`config.mk`:
```
export PLATFORM = sky130hd
export DESIGN_NAME = bram_ctrl
export DESIGN_NICKNAME = d
export VERILOG_FILES = /design/src/rtl/bram_ctrl.sv
export SDC_FILE = /design/constraint.sdc
export NUM_CORES = 1
export LEC_CHECK = 0
export BUFFER_PORTS_ARGS = -buffer_cell sky130_fd_sc_hd__buf_2
export CORE_MARGIN = 4
export CORE_UTILIZATION = 44
export DETAILED_ROUTE_END_ITERATION = 16
export GPL_TIMING_DRIVEN = 0
export PLACE_DENSITY_LB_ADDON = 0.15
export SYNTH_ARGS = -nofsm -noshare
export SYNTH_HDL_FRONTEND = slang
export SYNTH_SLANG_ARGS = --single-unit
export TNS_END_PERCENT = 100
```
`constraint.sdc`:
```
create_clock -name clk -period 1.67 [get_ports clk]
set_clock_uncertainty 0.15 [all_clocks]
set_input_delay 0.167 -clock clk [delete_from_list [all_inputs] [get_ports clk]]
set_output_delay 0.167 -clock clk [all_outputs]
set_load 0.02 [all_outputs]
```
`src/rtl/bram_ctrl.sv`:
```
// Valid/ready front end for a single-port synchronous-read BRAM.
// Handles one transaction at a time; partial writes use read-modify-write.
module bram_ctrl #(
  parameter int ADDR_WIDTH = 10,
  parameter int DATA_WIDTH = 32
) (
  input  logic                    clk,
  input  logic                    rst_n,
  input  logic                    req_valid,
  output logic                    req_ready,
  input  logic                    req_we,
  input  logic [ADDR_WIDTH-1:0]   req_addr,
  input  logic [DATA_WIDTH-1:0]   req_wdata,
  input  logic [DATA_WIDTH/8-1:0] req_strb,
  output logic                    rsp_valid,
  input  logic                    rsp_ready,
  output logic [DATA_WIDTH-1:0]   rsp_rdata,
  output logic                    bram_we,
  output logic [ADDR_WIDTH-1:0]   bram_addr,
  output logic [DATA_WIDTH-1:0]   bram_din,
  input  logic [DATA_WIDTH-1:0]   bram_dout
);

  localparam int NB = DATA_WIDTH / 8;

  typedef enum logic [1:0] {IDLE, RD_WAIT, RMW, RESP} state_t;

  state_t                state, state_next;
  logic [ADDR_WIDTH-1:0] addr_q;
  logic [DATA_WIDTH-1:0] wdata_q;
  logic [NB-1:0]         strb_q;
  logic [DATA_WIDTH-1:0] merged;
  logic                  accept;
  logic                  strb_full;
  logic                  strb_zero;

  assign strb_full = &req_strb;
  assign strb_zero = ~|req_strb;
  assign req_ready = (state == IDLE) && rst_n;
  assign accept    = req_valid && req_ready;
  assign rsp_valid = (state == RESP);
  assign bram_addr = (state == IDLE) ? req_addr : addr_q;

  // Byte merge of the captured write data over the word read back from BRAM.
  for (genvar gi = 0; gi < NB; gi++) begin : g_merge
    assign merged[8*gi +: 8] = strb_q[gi] ? wdata_q[8*gi +: 8] : bram_dout[8*gi +: 8];
  end

  always_comb begin
    state_next = state;
    bram_we    = 1'b0;
    bram_din   = req_wdata;
    case (state)
      IDLE: begin
        if (accept) begin
          if (!req_we) begin
            state_next = RD_WAIT;
          end else if (strb_full) begin
            bram_we    = 1'b1;
            state_next = RESP;
          end else if (strb_zero) begin
            state_next = RESP;
          end else begin
            state_next = RMW;
          end
        end
      end
      RD_WAIT: state_next = RESP;
      RMW: begin
        bram_we    = rst_n;
        bram_din   = merged;
        state_next = RESP;
      end
      RESP: begin
        if (rsp_ready) state_next = IDLE;
      end
      default: state_next = IDLE;
    endcase
  end

  always_ff @(posedge clk or negedge rst_n) begin
    if (!rst_n) begin
      state     <= IDLE;
      addr_q    <= '0;
      wdata_q   <= '0;
      strb_q    <= '0;
      rsp_rdata <= '0;
    end else begin
      state <= state_next;
      case (state)
        IDLE: begin
          if (accept) begin
            addr_q  <= req_addr;
            wdata_q <= req_wdata;
            strb_q  <= req_strb;
            if (req_we) rsp_rdata <= '0;
          end
        end
        RD_WAIT: rsp_rdata <= bram_dout;
        RMW:     rsp_rdata <= '0;
        default: ;
      endcase
    end
  end

endmodule

```
* Word-level counts from Yosys, hierarchy flattened
Index checks and enable logic that the tools add are counted.
** Storage, ports and cells
- Output and inout port bits :: 77
- Bits of input ports :: 83
- Bits in registers :: 80
- Logic and storage cells :: 40
** Operators by class
- Muxes and demuxes :: 19
- Eq/ne operators :: 6
- Reductions and logical operators :: 10
** Operators by type and width (number)
- $mux W32 :: 3
- $pmux W32 S3 :: 1
- $mux W8 :: 4
- $mux W10 :: 1
- $mux W2 :: 3
- $pmux W2 S3 :: 1
- $mux W1 :: 5
- $eq A2 B2 Y1 const B :: 2
- $ne A2 B2 Y1 const B :: 2
- $reduce_and A2 Y1 :: 2
- $reduce_and A4 Y1 :: 1
- $reduce_or A4 Y1 :: 1
- $reduce_and A3 Y1 :: 1
- $reduce_bool A3 Y1 :: 1
- $eq A2 B1 Y1 const B :: 1
- $logic_and A1 B1 Y1 :: 2
- $logic_not A2 Y1 :: 1
- $ne A2 B1 Y1 const B :: 1
- $pmux W1 S2 :: 1
- $reduce_or A2 Y1 :: 1

* Logic depth before layout (Yosys ltp)
- Depth in word-level cells :: 6
- Mapped depth :: 7
- Gate-level depth less buffers :: 5

* Least setup slack after synthesis
Ideal clock, no wire load.
- Path type :: reg2out
- From :: reg state[0]
- To :: out bram_din[14]
- Stages on the path, launching flop included :: 7
- Path buffers :: 2
- Path slack :: -0.168 ns
- Data arrival time :: 1.521 ns
- Required time :: 1.353 ns
- Cell sequence :: dfrtp_1 -> inv_1 -> ha_1 -> clkbuf_1 -> buf_2 -> nor2_1 -> a21oi_1
** On the way
- Longest elaborated chain between the ends :: 2
** Ends and longest elaborated chain
- from (decl) :: RTL line 28 : state_t state, state_next;
- from (signal assigned) :: RTL line 89 : state <= state_next;
- $eq A2 B2 Y1 :: RTL line 53 : case (state)
- $mux W32 :: RTL line 53
- to (decl) :: RTL line 20 : output logic [DATA_WIDTH-1:0] bram_din,
No other way between the ends.

* Worst setup path after layout
- From :: reg state[0]
- To :: out bram_din[19]
Same word-level chain as after synthesis.

==> reports/results.txt <==
status -> finished, violations left
violated checks -> negative hold slack, negative setup slack
Yosys top cell area share -> 48.5%
endpoints failing setup -> 125
crit path kind -> reg -> out
GRT Util Overall -> 24.4%
crit-path most repeated cell -> clkbuf_16
final wirelength -> 14900 um
critical path depth -> 7
vias per inst -> 5.08
Unique masters post-synth -> 24
CTS tree -> yes
maximum VDD drop -> 0.00118 V
Critical Path Source Type -> flip-flop
Clock Path Buffers -> 2
die area -> 11000 um2
Slowest-stage cell, CP -> dfrtp_1
final slew viol count -> 0
DR iter-0 viols -> 121
asr flop ratio synth -> 100%
ANT nets after route -> 0
Yosys reg bits -> 80
Least-Margin Pin Slew -> 575 ps
initial antenna violation count -> 2
CP top delay family -> buffers and inverters
Leak -> 3.72 nW
Num Clock Sinks -> 80
vias in the first global route -> 4251
worst hold margin -> -347 ps
RSZ-0062 raised after global routing -> true
Filler cells -> 519
layout cells sized above 1 -> 53.3%
CTS root buffer -> clkbuf_8
post-synthesis net count -> 463
Mapped Avg Cell Area -> 11.0 um2
CTS H-tree depth -> 3
TritonRoute pass-1 iters -> 4
total gr overflow -> 0
Top FF cell, synth -> dfrtp_1
register area share after synthesis -> 48.5%
Core Footprint -> 9200 um2
NumNets Final -> 747
crit-path max FO -> 6
Routed WL per cell -> 19.2 um
Core Rows -> 35
Syn Inst Count -> 375
ranking of synthesized cells by area -> dfrtp_1 48%, mux2i_1 16%, mux2_2 14%
global-route wire length before repair -> 21500 um
crit path cell chain -> inv_2 > ha_4 > clkbuf_16 > clkbuf_16 > nor2_2 > a21oi_2 > buf_4
Die W -> 105 um
Initial Utilization -> 44.9%
WP buf/inv -> 4
die height -> 105 um
clock-pin slew on the worst setup and hold paths -> 90 ps
most common cell after layout, fill and taps aside -> buf_2
setup slack after layout -> -361 ps
Vias -> 3943
Final Hold Fails -> 33
Yosys warning count -> 0
Yosys top cell by area -> dfrtp_1
most frequent cells in the layout -> 117 x buf_2, 79 x dfrtp_1, 78 x dlygate4sd3_1
period utilization -> 122%
max-cap viol count -> 0
Critical Path AT -> 1710 ps
mapped cell area -> 4130 um2
Pwr Total -> 0.0142 W
Worst Setup End Kind -> output pin
post-cts hold buffer count -> 78
Critical Path RT -> 1350 ps
dpl ws -> -378 ps
Max Freq -> 492 MHz
slew margin rel. -> 61.7%
cts bufs inserted -> 9
post-detail-place hpwl -> 8140 um
area delta synth->final -> 82.7%
EDFF count, synth -> 0
largest net degree at the start of global routing -> 48
max incr delay on CP -> 400 ps
worst-skew pair later-pin latency -> 350 ps
pwr/cell area -> 1890 nW/um2
r2r worst-path depth -> 8
Ports -> 160
Buffers on Ports -> 159
worst min-delay path class -> in -> async
Final Critical Period -> 2030 ps
final RePlAce weighted congestion -> 0.743
# DRC -> 0
==> synthesized netlist by cell type, types with 2 or more instances <==
master and number:
ha_1 5, a21oi_1 33, dfrtp_1 80, clkbuf_1 7, mux2_2 50, inv_1 34
buf_6 3, buf_1 2, mux2_1 6, mux2i_1 67, buf_2 10, nand2_1 33
nor2_1 34
==> logic make-up after synthesis <==
kind of cell,synth area share (%)
AOI/OAI and AO/OA,4.82
adders and majority gates,1.52
buffers and inverters,6.12
DFF,48.5
muxes,31.5
and+or+nand+nor,7.52
==> metrics by stage <==
step	setup TNS (ps)	area (um2)	cells	util, %
5_1_grt	-31070	7540	776	82.0
4_1_cts	-24640	6980	771	75.9
3_5_place_dp	-26100	5190	646	56.4
3_3_place_gp	-152670	5160	645	56.1
2_1_floorplan	-2860	4220	375	-
6_report	-25490	7540	776	82.0
==> flip-flops by register name, summed over array words and instances (netlist names) <==
name	count
rsp_rdata	32
wdata_q	32
addr_q	10
strb_q	4
state	2
==> path summary, 6_finish.rpt <==
kind	endpoint	start	slack (ps)
max	bram_din[19]	state[0]	-360
min	rsp_rdata[22]	rst_n	-350
max reg2reg	wdata_q[23]	state[1]	-270
min reg2reg	wdata_q[13]	wdata_q[13]	360
max in group asynchronous	rsp_rdata[1]	rst_n	1080
min in group clk	state[1]	req_we	100
==> worst register-to-register path, delay by kind of cell (launching register included) <==
family / cells / cell delay (ps)
buffers and inverters: 5 / 610
flip-flops: 1 / 460
multiplexers: 1 / 290
adder cells (fa/ha/maj): 1 / 200
AND/OR/NAND/NOR: 1 / 110
==> metal layers <==
layer  wire (um)  track usage [%]  vias to the layer above
li1            -                -                     1836
met1        5920             28.6                     1931
met2        7840             43.8                      139
met3         745             4.94                       35
met4         380             8.90                        2
met5          13                0                        -
==> final cells by class <==
cell class | count | area (um2) | area share (%)
Clock inverter | 4 | 76.3 | 1.01
Sequential cell | 80 | 2000 | 26.6
Tap cell | 111 | 139 | 1.84
Buffer | 20 | 272 | 3.60
Timing Repair Buffer | 275 | 2410 | 32.0
Multi-Input combinational cell | 239 | 2360 | 31.3
Inverter | 34 | 128 | 1.69
Clock buffer | 12 | 145 | 1.92
Antenna cell | 1 | 2.50 | 0.0332
==> power breakdown <==
group / leakage [nW] / switching, W / internal [W]
registers: 1.00 / 0.000427 / 0.00273
clock network: 0.107 / 0.000747 / 0.000892
logic: 2.61 / 0.00440 / 0.00503
==> what timing repair did <==
item | CTS | global route
gates resized for setup | 120 | 131
pin swaps | 1 | 15
endpoints found under the setup margin | 115 | 124
gates cloned | 8 | 5
setup buffers | 23 | 5
endpoints found under the hold margin | 111 | 33
Note: power is estimated with default switching activity, not from simulation.
